===== src/rtl/exc_arbiter.sv =====
// ---------------------------------------------------------------------------
// exc_arbiter
//   Collects NUM_SRC exception request channels into sticky pending latches.
//   Each latch keeps the first cause code seen while it is pending. One
//   fixed-priority winner (lowest index) is presented at a time to the
//   exception sequencer over a req/ack handshake. Overruns are flagged.
//
// Ports
//   clk       : clock, all state updates on posedge
//   rst       : synchronous active-low reset
//   src_req   : per-channel request, bit i = channel i
//   src_code  : channel i cause code at [i*CODE_W +: CODE_W]
//   src_mask  : (EXC_MASK_EN only) per-channel eligibility mask
//   ack       : sequencer accepted the presented exception
//   exc_req   : an exception is presented
//   exc_idx   : index of the presented channel
//   exc_code  : captured code of the presented channel
//   pend      : current pending latches
//   lost      : sticky overrun flag
//
// Optional feature: define EXC_MASK_EN to add the src_mask input.
// ---------------------------------------------------------------------------
module exc_arbiter #(
  parameter int NUM_SRC = 4,
  parameter int CODE_W  = 3,
  parameter int IDX_W   = 2
) (
  input  logic                      clk,
  input  logic                      rst,
  input  logic [NUM_SRC-1:0]        src_req,
  input  logic [NUM_SRC*CODE_W-1:0] src_code,
`ifdef EXC_MASK_EN
  input  logic [NUM_SRC-1:0]        src_mask,
`endif
  input  logic                      ack,
  output logic                      exc_req,
  output logic [IDX_W-1:0]          exc_idx,
  output logic [CODE_W-1:0]         exc_code,
  output logic [NUM_SRC-1:0]        pend,
  output logic                      lost
);

  typedef enum logic [1:0] {
    ST_IDLE    = 2'd0,
    ST_PRESENT = 2'd1,
    ST_RECOVER = 2'd2
  } state_t;

  state_t                           state_q, state_d;
  logic [NUM_SRC-1:0]               pend_q, pend_d;
  logic [NUM_SRC-1:0][CODE_W-1:0]   code_q, code_d;
  logic                             exc_req_q, exc_req_d;
  logic [IDX_W-1:0]                 exc_idx_q, exc_idx_d;
  logic [CODE_W-1:0]                exc_code_q, exc_code_d;
  logic                             lost_q, lost_d;

  logic [NUM_SRC-1:0]               eligible_s;
  logic [NUM_SRC-1:0]               clr_s;
  logic [NUM_SRC-1:0]               overrun_s;
  logic                             ack_cyc_s;
  logic                             win_found_s;
  logic [IDX_W-1:0]                 win_idx_s;
  logic [CODE_W-1:0]                win_code_s;

  // Next-state logic: pending latches, code capture, overrun, winner and FSM
  always_comb begin
`ifdef EXC_MASK_EN
    eligible_s = pend_q & ~src_mask;
`else
    eligible_s = pend_q;
`endif

    // Scan from the top so the lowest eligible index is the last one written.
    win_found_s = 1'b0;
    win_idx_s   = '0;
    win_code_s  = '0;
    for (int i = NUM_SRC - 1; i >= 0; i--) begin
      if (eligible_s[i]) begin
        win_found_s = 1'b1;
        win_idx_s   = IDX_W'(i);
        win_code_s  = code_q[i];
      end
    end

    // Only an ack while presenting counts; stray acks are ignored.
    ack_cyc_s = (state_q == ST_PRESENT) && ack;

    clr_s     = '0;
    overrun_s = '0;
    code_d    = code_q;
    for (int i = 0; i < NUM_SRC; i++) begin
      clr_s[i]     = ack_cyc_s && (exc_idx_q == IDX_W'(i));
      overrun_s[i] = src_req[i] && pend_q[i] && !clr_s[i];
      // A request in the ack cycle of its own channel re-arms with the new code.
      if (src_req[i] && (!pend_q[i] || clr_s[i])) begin
        code_d[i] = src_code[i*CODE_W +: CODE_W];
      end else begin
        code_d[i] = code_q[i];
      end
    end

    pend_d = (pend_q & ~clr_s) | src_req;

    // A new overrun takes precedence over the clear carried by an ack.
    if (|overrun_s) begin
      lost_d = 1'b1;
    end else if (ack_cyc_s) begin
      lost_d = 1'b0;
    end else begin
      lost_d = lost_q;
    end

    state_d    = state_q;
    exc_req_d  = exc_req_q;
    exc_idx_d  = exc_idx_q;
    exc_code_d = exc_code_q;
    case (state_q)
      ST_IDLE: begin
        if (win_found_s) begin
          state_d    = ST_PRESENT;
          exc_req_d  = 1'b1;
          exc_idx_d  = win_idx_s;
          exc_code_d = win_code_s;
        end else begin
          exc_req_d  = 1'b0;
        end
      end
      ST_PRESENT: begin
        // Winner is held: later higher-priority arrivals do not preempt.
        if (ack) begin
          state_d   = ST_RECOVER;
          exc_req_d = 1'b0;
        end else begin
          exc_req_d = 1'b1;
        end
      end
      ST_RECOVER: begin
        state_d   = ST_IDLE;
        exc_req_d = 1'b0;
      end
      default: begin
        state_d   = ST_IDLE;
        exc_req_d = 1'b0;
      end
    endcase
  end

  // State registers with synchronous active-low reset
  always_ff @(posedge clk) begin
    if (!rst) begin
      state_q    <= ST_IDLE;
      pend_q     <= '0;
      code_q     <= '0;
      exc_req_q  <= 1'b0;
      exc_idx_q  <= '0;
      exc_code_q <= '0;
      lost_q     <= 1'b0;
    end else begin
      state_q    <= state_d;
      pend_q     <= pend_d;
      code_q     <= code_d;
      exc_req_q  <= exc_req_d;
      exc_idx_q  <= exc_idx_d;
      exc_code_q <= exc_code_d;
      lost_q     <= lost_d;
    end
  end

  assign exc_req  = exc_req_q;
  assign exc_idx  = exc_idx_q;
  assign exc_code = exc_code_q;
  assign pend     = pend_q;
  assign lost     = lost_q;

endmodule


===== config.mk =====
export PLATFORM = sky130hd
export DESIGN_NAME = exc_arbiter
export DESIGN_NICKNAME = d
export VERILOG_FILES = /design/src/rtl/exc_arbiter.sv
export SDC_FILE = /design/constraint.sdc
export NUM_CORES = 1
export LEC_CHECK = 0
export CORE_MARGIN = 8
export CORE_UTILIZATION = 46
export DETAILED_ROUTE_END_ITERATION = 10
export GPL_ROUTABILITY_DRIVEN = 1
export PLACE_DENSITY_LB_ADDON = 0.25
export SLEW_MARGIN = 20
export SYNTH_ARGS = -nofsm -noshare
export SYNTH_HDL_FRONTEND = slang
export SYNTH_SLANG_ARGS = --single-unit

===== constraint.sdc =====
create_clock -name clk -period 2 [get_ports clk]
set_clock_uncertainty 0.2 [all_clocks]
set_input_delay 0.5 -clock clk [delete_from_list [all_inputs] [get_ports clk]]
set_output_delay 0.5 -clock clk [all_outputs]
set_load 0.03 [all_outputs]

==> impl_metrics.tcl, run 1 <==
set metrics [dict create \
    drv.max_cap_violation_count 0 \
    async_flop_share 0 \
    post-cts-setup-buffer-count 0 \
    initial_antenna_violation_count 0 \
    routed_wl_um 2850 \
    synth_most_common_cell "sky130_fd_sc_hd__dfxtp_1" \
    drive_above_1_share 0.0958 \
    cp.required_ps 1300 \
    outcome "finished, final reports clean" \
    clock_latency_on_the_worst_skew_pair_ps 310 \
    achievable-frequency_mhz 546 \
    power.share.clock 0.206 \
    post_synth.cell_area_avg_um2 8.33 \
    number_of_buffers_on_the_longest_clock_path 2 \
    floorplan.rows 17 \
    layout_cells_excl_fill 195 \
    period_utilisation_layout 0.916 \
    detail_route.iter0.violations 28 \
    synth-main-ff-cell "sky130_fd_sc_hd__dfxtp_1" \
    cts-hold-fix-buffers 0 \
    routed-via-count 1092 \
    num_antenna_cells 0 \
    totalNegativeSetupSlack_ps 0 \
    seq_power_share 0.527 \
    critPathCaptureType "output pin" \
    cp_max_fo 4 \
    max-slew-margin-rel 0.789 \
    drc 0 \
    grt_first_pass_wirelength_um 4910 \
    area_delta_synth_final_pct 38.8 \
    cts-htree-levels 1 \
    cpMaxStageDelayCell "sky130_fd_sc_hd__dlygate4sd2_1" \
    internal_power_mw 0.741 \
    cells_after_synth 128 \
    fin_crit_ps 1830 \
    fraction_of_power_spent_switching_nets 0.303 \
    rsz0062_at_grt "no" \
    first_global_vias 1116 \
    leakage_dissipation_nw 0.604 \
    yosysTopAreaCellShare 0.469 \
    routabilityCongestion 0.847 \
    vdd_drop_max_mv 0.534 \
    synth_edf_count 0 \
    yosys.cell_types.count 24 \
    drtPass1Iterations 4 \
    place_inst 191 \
    worstPathBufferInverterCount 1 \
    synthTopCellsByArea "sky130_fd_sc_hd__dfxtp_1 47%, sky130_fd_sc_hd__a21oi_1 9.9%, sky130_fd_sc_hd__nand3_1 7.0%, sky130_fd_sc_hd__o21ai_0 6.1%, sky130_fd_sc_hd__o21a_1 3.5%" \
    critPathArrivalTime_ps 1130 \
    worst-setup-path-type "register to output pin" \
    max_slew.worst_pin.slew_ps 317 \
    clock_sink_count 25 \
    path_cells "dlygate4sd2_1" \
    final_nets 187 \
    cts_root_buffer "sky130_fd_sc_hd__clkbuf_4" \
    viasPerCell 5.60 \
    critical-path-max-stage-delay_ps 420 \
    timing.final.max_slew_violations 0 \
    post_synthesis_register_bit_count 25 \
    synth_fp_nets 147 \
    fill_cells 207 \
    numCtsBuffers 3 \
    hpwlAfterDp_um 2250 \
    port_buffer_count 29 \
    top_level_ports 30 \
    globalRoute.totalOverflow 0 \
    power_switching_mw 0.322 \
    critical-path-top-delay-family "buffers and inverters" \
    die-area_um2 4110 \
    detail_route.wl_per_cell_um 14.6 \
    clock_transition_at_path_regs_ps 120 \
    crit_path_start_kind "register" \
    grt_use_total 0.145 \
    chipWidth_um 64.1 \
    worst_hold_path_type "register to register" \
    synthesis.area_um2 1070 \
    most_used_standard_cells_in_the_synthesized_netlist "25 x sky130_fd_sc_hd__dfxtp_1, 21 x sky130_fd_sc_hd__a21oi_1, 15 x sky130_fd_sc_hd__nand3_1" \
    top_cell_type_by_total_area_after_synthesis "sky130_fd_sc_hd__dfxtp_1" \
    tritoncts "done" \
    die_boundary_height_um 64.1 \
    combinational_fraction_of_design_power 0.267 \
    report.final.setup_viol 0 \
    core_area_um2 2210 \
    final_hold_viol_count 0 \
    power_density_nw_per_um2 718 \
    detail-route-antenna-nets 0 \
    yosysSeqAreaShare 0.469 \
    pin_count_of_the_biggest_net_entering_global_routing 17 \
    initial_core_util 0.482 \
    synth.yosys.warnings 0 \
]
## routing by layer
| metal | vias up | track usage | share of wire |
|---|---|---|---|
| li1 | 543 | - | - |
| met1 | 510 | 0.167 | 0.44 |
| met2 | 32 | 0.243 | 0.49 |
| met3 | 7 | 0.0314 | 0.046 |
| met4 | 0 | 0.0790 | 0.025 |
| met5 | - | 0 | 0 |
## placed cells by master (no fill, tap or decap)
| cell | n |
|---|---|
| sky130_fd_sc_hd__and2_1 | 1 |
| sky130_fd_sc_hd__nor2_1 | 7 |
| sky130_fd_sc_hd__o21ai_1 | 6 |
| sky130_fd_sc_hd__clkbuf_1 | 1 |
| sky130_fd_sc_hd__nor2b_1 | 4 |
| sky130_fd_sc_hd__or2_1 | 1 |
| sky130_fd_sc_hd__nand3_1 | 15 |
| sky130_fd_sc_hd__dlymetal6s2s_1 | 1 |
| sky130_fd_sc_hd__a22oi_1 | 1 |
| sky130_fd_sc_hd__nor3_1 | 1 |
| sky130_fd_sc_hd__clkbuf_4 | 3 |
| sky130_fd_sc_hd__inv_1 | 5 |
| sky130_fd_sc_hd__or3b_4 | 1 |
| sky130_fd_sc_hd__a21oi_1 | 21 |
| sky130_fd_sc_hd__a221o_1 | 3 |
| sky130_fd_sc_hd__clkdlybuf4s50_1 | 17 |
| sky130_fd_sc_hd__a211oi_1 | 1 |
| sky130_fd_sc_hd__dlygate4sd2_1 | 11 |
| sky130_fd_sc_hd__nand2b_1 | 1 |
| sky130_fd_sc_hd__o31ai_4 | 1 |
| sky130_fd_sc_hd__buf_4 | 10 |
| sky130_fd_sc_hd__a222oi_1 | 1 |
| sky130_fd_sc_hd__o21a_1 | 5 |
| sky130_fd_sc_hd__nand3b_1 | 2 |
| sky130_fd_sc_hd__o31a_1 | 1 |
| sky130_fd_sc_hd__o21ai_0 | 13 |
| sky130_fd_sc_hd__buf_12 | 1 |
| sky130_fd_sc_hd__dfxtp_1 | 25 |
| sky130_fd_sc_hd__nand2_1 | 7 |
## stage by stage
stage	setup WS [ps]	total power [mW]	cell area [um2]	utilization	hold slack, ps
6_report	168	1.06	1480	0.669	263
2_1_floorplan	244	0.732	1070	-	254
5_1_grt	118	1.11	1480	0.669	287
3_5_place_dp	-278	0.869	1470	0.662	250
4_1_cts	51.1	1.07	1480	0.668	263
3_3_place_gp	-249	0.861	1470	0.662	248
## cell families after synthesis
| logic type | Yosys count | share of synthesized area |
|---|---|---|
| simple gates | 40 | 0.190 |
| compound gates | 53 | 0.303 |
| buf+inv | 10 | 0.0376 |
| flops | 25 | 0.469 |
## sequential cells by signal (all words and copies together), names as in the netlist
name	count
code_q	12
pend	4
exc_code	3
exc_idx	2
state_q	2
exc_req	1
lost	1
## path summary, 6_finish.rpt
kind | startpoint | to | slack, ps | cells past startpoint
hold reg to reg | exc_code[0] | exc_code[0] | 260 | 2
setup / recovery | exc_idx[0] | exc_idx[0] | 170 | 1
hold / removal | exc_code[0] | exc_code[0] | 260 | 2
setup reg to reg | state_q[1] | lost | 270 | 4
## cell type report
type / instances / area (um2) / share of cell area
Clock buffer: 4 / 26.3 / 0.0178
Inverter: 5 / 18.8 / 0.0127
Multi-Input combinational cell: 93 / 526 / 0.355
Timing Repair Buffer: 40 / 374 / 0.253
Tap cell: 28 / 35.0 / 0.0237
Sequential cell: 25 / 500 / 0.338
## power groups by stage
stage	Clock, mW	Sequential, mW	Combinational (mW)
floorplan	0	0.610	0.123
global placement	0	0.570	0.291
detailed placement	0	0.572	0.297
CTS	0.224	0.560	0.285
global route	0.240	0.565	0.309
finish	0.219	0.560	0.284
## timing repair
item,4_1_cts,5_1_grt
cloned,0,0
setup endpoints to repair,11,4
gates resized for setup,11,1
pin swaps,0,3
(Power assumes the default switching activity.)
==> run 2, diff against run 1 <==
--- a/config.mk
+++ b/config.mk
@@ -10,6 +10,7 @@
 export DETAILED_ROUTE_END_ITERATION = 10
 export GPL_ROUTABILITY_DRIVEN = 1
 export PLACE_DENSITY_LB_ADDON = 0.25
+export REMOVE_ABC_BUFFERS = 1
 export SLEW_MARGIN = 20
 export SYNTH_ARGS = -nofsm -noshare
 export SYNTH_HDL_FRONTEND = slang
==> run 2 against run 1 <==
  * Non-clock buffer count increased by 1
  * Largest cell class unchanged
  * Clock power increased by 2%
  * Combinational power about the same
  * Wire length decreased by 2.9%
  * Via count decreased by 3.3%
  * Global-route usage decreased by 0.80 points
  * Critical path type is now input port to register
  * Largest power group unchanged
  * Sequential share of layout area increased by 0.17 points
  * Worst setup slack got worse by 75 ps
  * Sequential power about the same
  * Critical path depth increased by 4
  * Critical endpoint is now lost
==> impl_metrics.tcl, run 2 (synthesis gave the netlist of run 1 again) <==
set metrics [dict create \
    area_delta_synth_final_pct 38.1 \
    first_global_vias 1029 \
    place_inst 192 \
    detail_route.iter0.violations 37 \
    clock_sink_count 25 \
    pin_count_of_the_biggest_net_entering_global_routing 14 \
    cts_repair_resize_count 11 \
    power_switching_mw 0.324 \
    worst-setup-path-type "input port to register" \
    achievable-frequency_mhz 524 \
    finalCoreUtilization 0.666 \
    mostFrequentLayoutCells "25 x sky130_fd_sc_hd__dfxtp_1, 21 x sky130_fd_sc_hd__a21oi_1, 18 x sky130_fd_sc_hd__clkdlybuf4s50_1, 15 x sky130_fd_sc_hd__nand3_1, 13 x sky130_fd_sc_hd__o21ai_0" \
    detail_route.wl_per_cell_um 14.1 \
    cts-hold-fix-buffers 0 \
    rsz0062_at_grt "no" \
    chipWidth_um 64.1 \
    fin_worst_hold_slack_ps 270 \
    routed_wl_um 2770 \
    drtPass1Iterations 4 \
    routed-via-count 1056 \
    finalWorstSetupSlack_ps 92.8 \
    clock_transition_at_path_regs_ps 130 \
    core_area_um2 2210 \
    max_slew.worst_pin.slew_ps 342 \
    detail-route-antenna-nets 0 \
    met2WireLength_um 1310 \
    routabilityCongestion 0.827 \
    drive_above_1_share 0.101 \
    hpwlAfterDp_um 2240 \
    numCtsBuffers 3 \
    drc 0 \
    fin_area_um2 1470 \
    clock_latency_on_the_worst_skew_pair_ps 320 \
    leakage_dissipation_nw 0.595 \
    worst_hold_path_type "register to register" \
    final_nets 188 \
    cts-htree-levels 1 \
    max-slew-margin-rel 0.770 \
    internal_power_mw 0.741 \
    layout.cells.most_common "sky130_fd_sc_hd__dfxtp_1" \
    met1_routed_length_um 1280 \
    outcome "finished, final reports clean" \
    timing.final.max_slew_violations 0 \
    cp_max_fo 4 \
    critPathCaptureType "register" \
    power.share.clock 0.211 \
    initial_core_util 0.482 \
    fraction_of_power_spent_switching_nets 0.304 \
    cp.required_ps 2020 \
    num_antenna_cells 0 \
    drv.max_cap_violation_count 0 \
    grt_first_pass_wirelength_um 4690 \
    power_density_nw_per_um2 723 \
    critPathArrivalTime_ps 1930 \
    period_utilisation_layout 0.954 \
    cts_root_buffer "sky130_fd_sc_hd__clkbuf_4" \
    die_boundary_height_um 64.1 \
    number_of_buffers_on_the_longest_clock_path 2 \
    globalRoute.totalOverflow 0 \
    top_signal_layer_used "met4" \
    layout_cells_excl_fill 196 \
    final_hold_viol_count 0 \
    grt_use_total 0.137 \
    most_flop_heavy_register "code_q" \
    dpl_cell_area_um2 1460 \
    vdd_drop_max_mv 0.581 \
    fill_cells 212 \
    report.final.setup_viol 0 \
    crit_path_start_kind "input port" \
    seq_power_share 0.525 \
    initial_antenna_violation_count 0 \
    die-area_um2 4110 \
    floorplan.rows 17 \
    fin_crit_ps 1910 \
    post-cts-setup-buffer-count 0 \
    viasPerCell 5.39 \
    top_level_ports 30 \
    tritoncts "done" \
    detailroute.wirelength.met3_um 129 \
    port_buffer_count 29 \
    combinational_fraction_of_design_power 0.264 \
    largest_register_ff_count 12 \
    place_ws_ps -259 \
]
[run 2: cell count changes in the layout (fill, tap and decap cells not counted), sizes merged]
| cell | previous run | this run |
|---|---|---|
| clkdlybuf4s50 | 17 | 18 |
| dlymetal6s2s | 1 | 0 |
| buf | 11 | 12 |
[run 2: power groups by stage]
stage                     Clock, mW  Combinational [mW]  Sequential [mW]
final                         0.224               0.281            0.559
after detailed placement          0               0.296            0.571
after floorplan                   0               0.113            0.615
after global placement            0               0.291            0.570
after CTS                     0.228               0.282            0.559
after global routing          0.246               0.307            0.565
[run 2: per-stage QoR]
stage | power, mW | TNS (ps)
after global placement | 0.860 | -2550
after global routing | 1.12 | 0
final | 1.06 | 0
after CTS | 1.07 | 0
after detailed placement | 0.867 | -2780
after floorplan | 0.728 | 0
[run 2: worst max-delay path, stage by stage]
cell and delay [ps]:
sky130_fd_sc_hd__clkdlybuf4s50_1 480, sky130_fd_sc_hd__or3b_4 400, sky130_fd_sc_hd__o21a_1 190, sky130_fd_sc_hd__a222oi_1 260, sky130_fd_sc_hd__a21oi_1 100
[run 2: final cells by class]
cell class	instances	area, um2	area share
flip-flops and latches	25	500	0.340
well taps	28	35.0	0.0238
inverters	5	18.8	0.0127
multi-input cells	93	526	0.357
clock buffers	4	26.3	0.0178
repair buffers	41	367	0.249
[run 2: final timing paths]
kind,start,end,slack [ps],cells after the start
max reg2reg,pend[1],exc_req,330,5
min reg2reg,exc_code[0],exc_code[0],270,2
max,ack,lost,90,5
min,exc_code[0],exc_code[0],270,2
[run 2: routing by layer]
metal / GRT usage / vias to the layer above
li1: - / 542
met1: 0.169 / 487
met2: 0.220 / 23
met3: 0.0296 / 4
met4: 0.0681 / 0
met5: 0 / -
==> run 3, diff against run 2 <==
--- a/config.mk
+++ b/config.mk
@@ -5,7 +5,7 @@
 export SDC_FILE = /design/constraint.sdc
 export NUM_CORES = 1
 export LEC_CHECK = 0
-export CORE_MARGIN = 8
+export CORE_MARGIN = 2
 export CORE_UTILIZATION = 46
 export DETAILED_ROUTE_END_ITERATION = 10
 export GPL_ROUTABILITY_DRIVEN = 1
==> run 3 against run 2 <==
  * Clock power down 2%
  * Highest routed layer unchanged
  * Critical endpoint unchanged
  * Largest power group unchanged
  * Sequential power about the same
  * Wire length down 4.8%
  * Via count up 2.9%
==> impl_metrics.tcl, run 3 (synthesis gave the netlist of run 1 again) <==
set metrics [dict create \
    fin_crit_ps 1960 \
    cp_max_fo 4 \
    grt_use_total 0.214 \
    drv.max_cap_violation_count 0 \
    die_boundary_height_um 52.1 \
    largest_register_ff_count 12 \
    viasPerCell 5.55 \
    fin_area_um2 1470 \
    place_ws_ps -284 \
    detail_route.iter0.violations 27 \
    grt_first_pass_wirelength_um 4350 \
    power_density_nw_per_um2 720 \
    achievable-frequency_mhz 509 \
    most_flop_heavy_register "code_q" \
    outcome "finished, final reports clean" \
    number_of_buffers_on_the_longest_clock_path 2 \
    routed_wl_um 2640 \
    period_utilisation_layout 0.982 \
    cts-hold-fix-buffers 0 \
    max-slew-margin-rel 0.797 \
    clock_sink_count 25 \
    globalRoute.totalOverflow 0 \
    hpwlAfterDp_um 2100 \
    post-cts-setup-buffer-count 0 \
    clock_latency_on_the_worst_skew_pair_ps 320 \
    initial_core_util 0.482 \
    routed-via-count 1087 \
    core_area_um2 2210 \
    first_global_vias 1090 \
    timing.final.max_slew_violations 0 \
    max_slew.worst_pin.slew_ps 303 \
    drtPass1Iterations 4 \
    final_hold_viol_count 0 \
    finalWorstSetupSlack_ps 36.4 \
    cp.required_ps 2000 \
    finalCoreUtilization 0.666 \
    drc 0 \
    num_antenna_cells 0 \
    floorplan.rows 17 \
    vdd_drop_max_mv 0.444 \
    detail_route.wl_per_cell_um 13.4 \
    report.final.setup_viol 0 \
    port_buffer_count 29 \
    top_level_ports 30 \
    routabilityCongestion 0.815 \
    worst_hold_path_type "register to register" \
    rsz0062_at_grt "no" \
    fin_worst_hold_slack_ps 268 \
    area_delta_synth_final_pct 38.3 \
    numCtsBuffers 3 \
    design_power_total_mw 1.06 \
    critPathCaptureType "register" \
    crit_path_start_kind "input port" \
    cts-htree-levels 1 \
    worst-setup-path-type "input port to register" \
    layout.cells.most_common "sky130_fd_sc_hd__dfxtp_1" \
    detail-route-antenna-nets 0 \
    cts_root_buffer "sky130_fd_sc_hd__clkbuf_4" \
    drive_above_1_share 0.107 \
    leakage_dissipation_nw 0.598 \
    place_inst 192 \
    chipWidth_um 52.1 \
    final_nets 188 \
    tritoncts "done" \
    mostFrequentLayoutCells "25 x sky130_fd_sc_hd__dfxtp_1, 21 x sky130_fd_sc_hd__a21oi_1, 18 x sky130_fd_sc_hd__clkdlybuf4s50_1, 15 x sky130_fd_sc_hd__nand3_1" \
    die-area_um2 2720 \
    critPathArrivalTime_ps 1960 \
    dpl_cell_area_um2 1460 \
    pin_count_of_the_biggest_net_entering_global_routing 15 \
    layout_cells_excl_fill 196 \
    totalNegativeSetupSlack_ps 0 \
    clock_transition_at_path_regs_ps 130 \
    initial_antenna_violation_count 0 \
]
run 3: layout make-up:
class                      instances  area (um2)
clock inverter                     1        5.00
inverter                           5        18.8
timing repair buffer              41         367
clock buffer                       3        22.5
sequential                        25         500
fill                             201         738
tap                               28        35.0
multi-input combinational         93         526
run 3: worst paths after layout:
kind	from	to	slack (ps)	cells past startpoint
min	exc_code[2]	exc_code[2]	270	2
max reg2reg	pend[1]	exc_req	310	5
min reg2reg	exc_code[2]	exc_code[2]	270	2
max	ack	lost	40	5
run 3: worst max-delay path: stages:
cell and delay, ps:
sky130_fd_sc_hd__clkdlybuf4s50_1 480, sky130_fd_sc_hd__or3b_4 400, sky130_fd_sc_hd__o21a_1 190, sky130_fd_sc_hd__a222oi_1 270, sky130_fd_sc_hd__a21oi_1 130
run 3: power by group:
part | internal [mW] | total [mW] | switching, mW
registers | 0.536 | 0.559 | 0.0229
clock network | 0.0748 | 0.220 | 0.145
logic | 0.126 | 0.282 | 0.156
run 3: layer usage:
layer / GRT usage / vias to the layer above / wire [um]
met5: 0 / - / 0
met4: 0.107 / 0 / 42
met3: 0.0287 / 6 / 148
met2: 0.380 / 40 / 1330
met1: 0.249 / 496 / 1120
li1: - / 545 / -
run 3: repair_timing:
item,CTS,global route
cloned,0,0
setup endpoints to repair,11,1
gates resized for setup,11,1
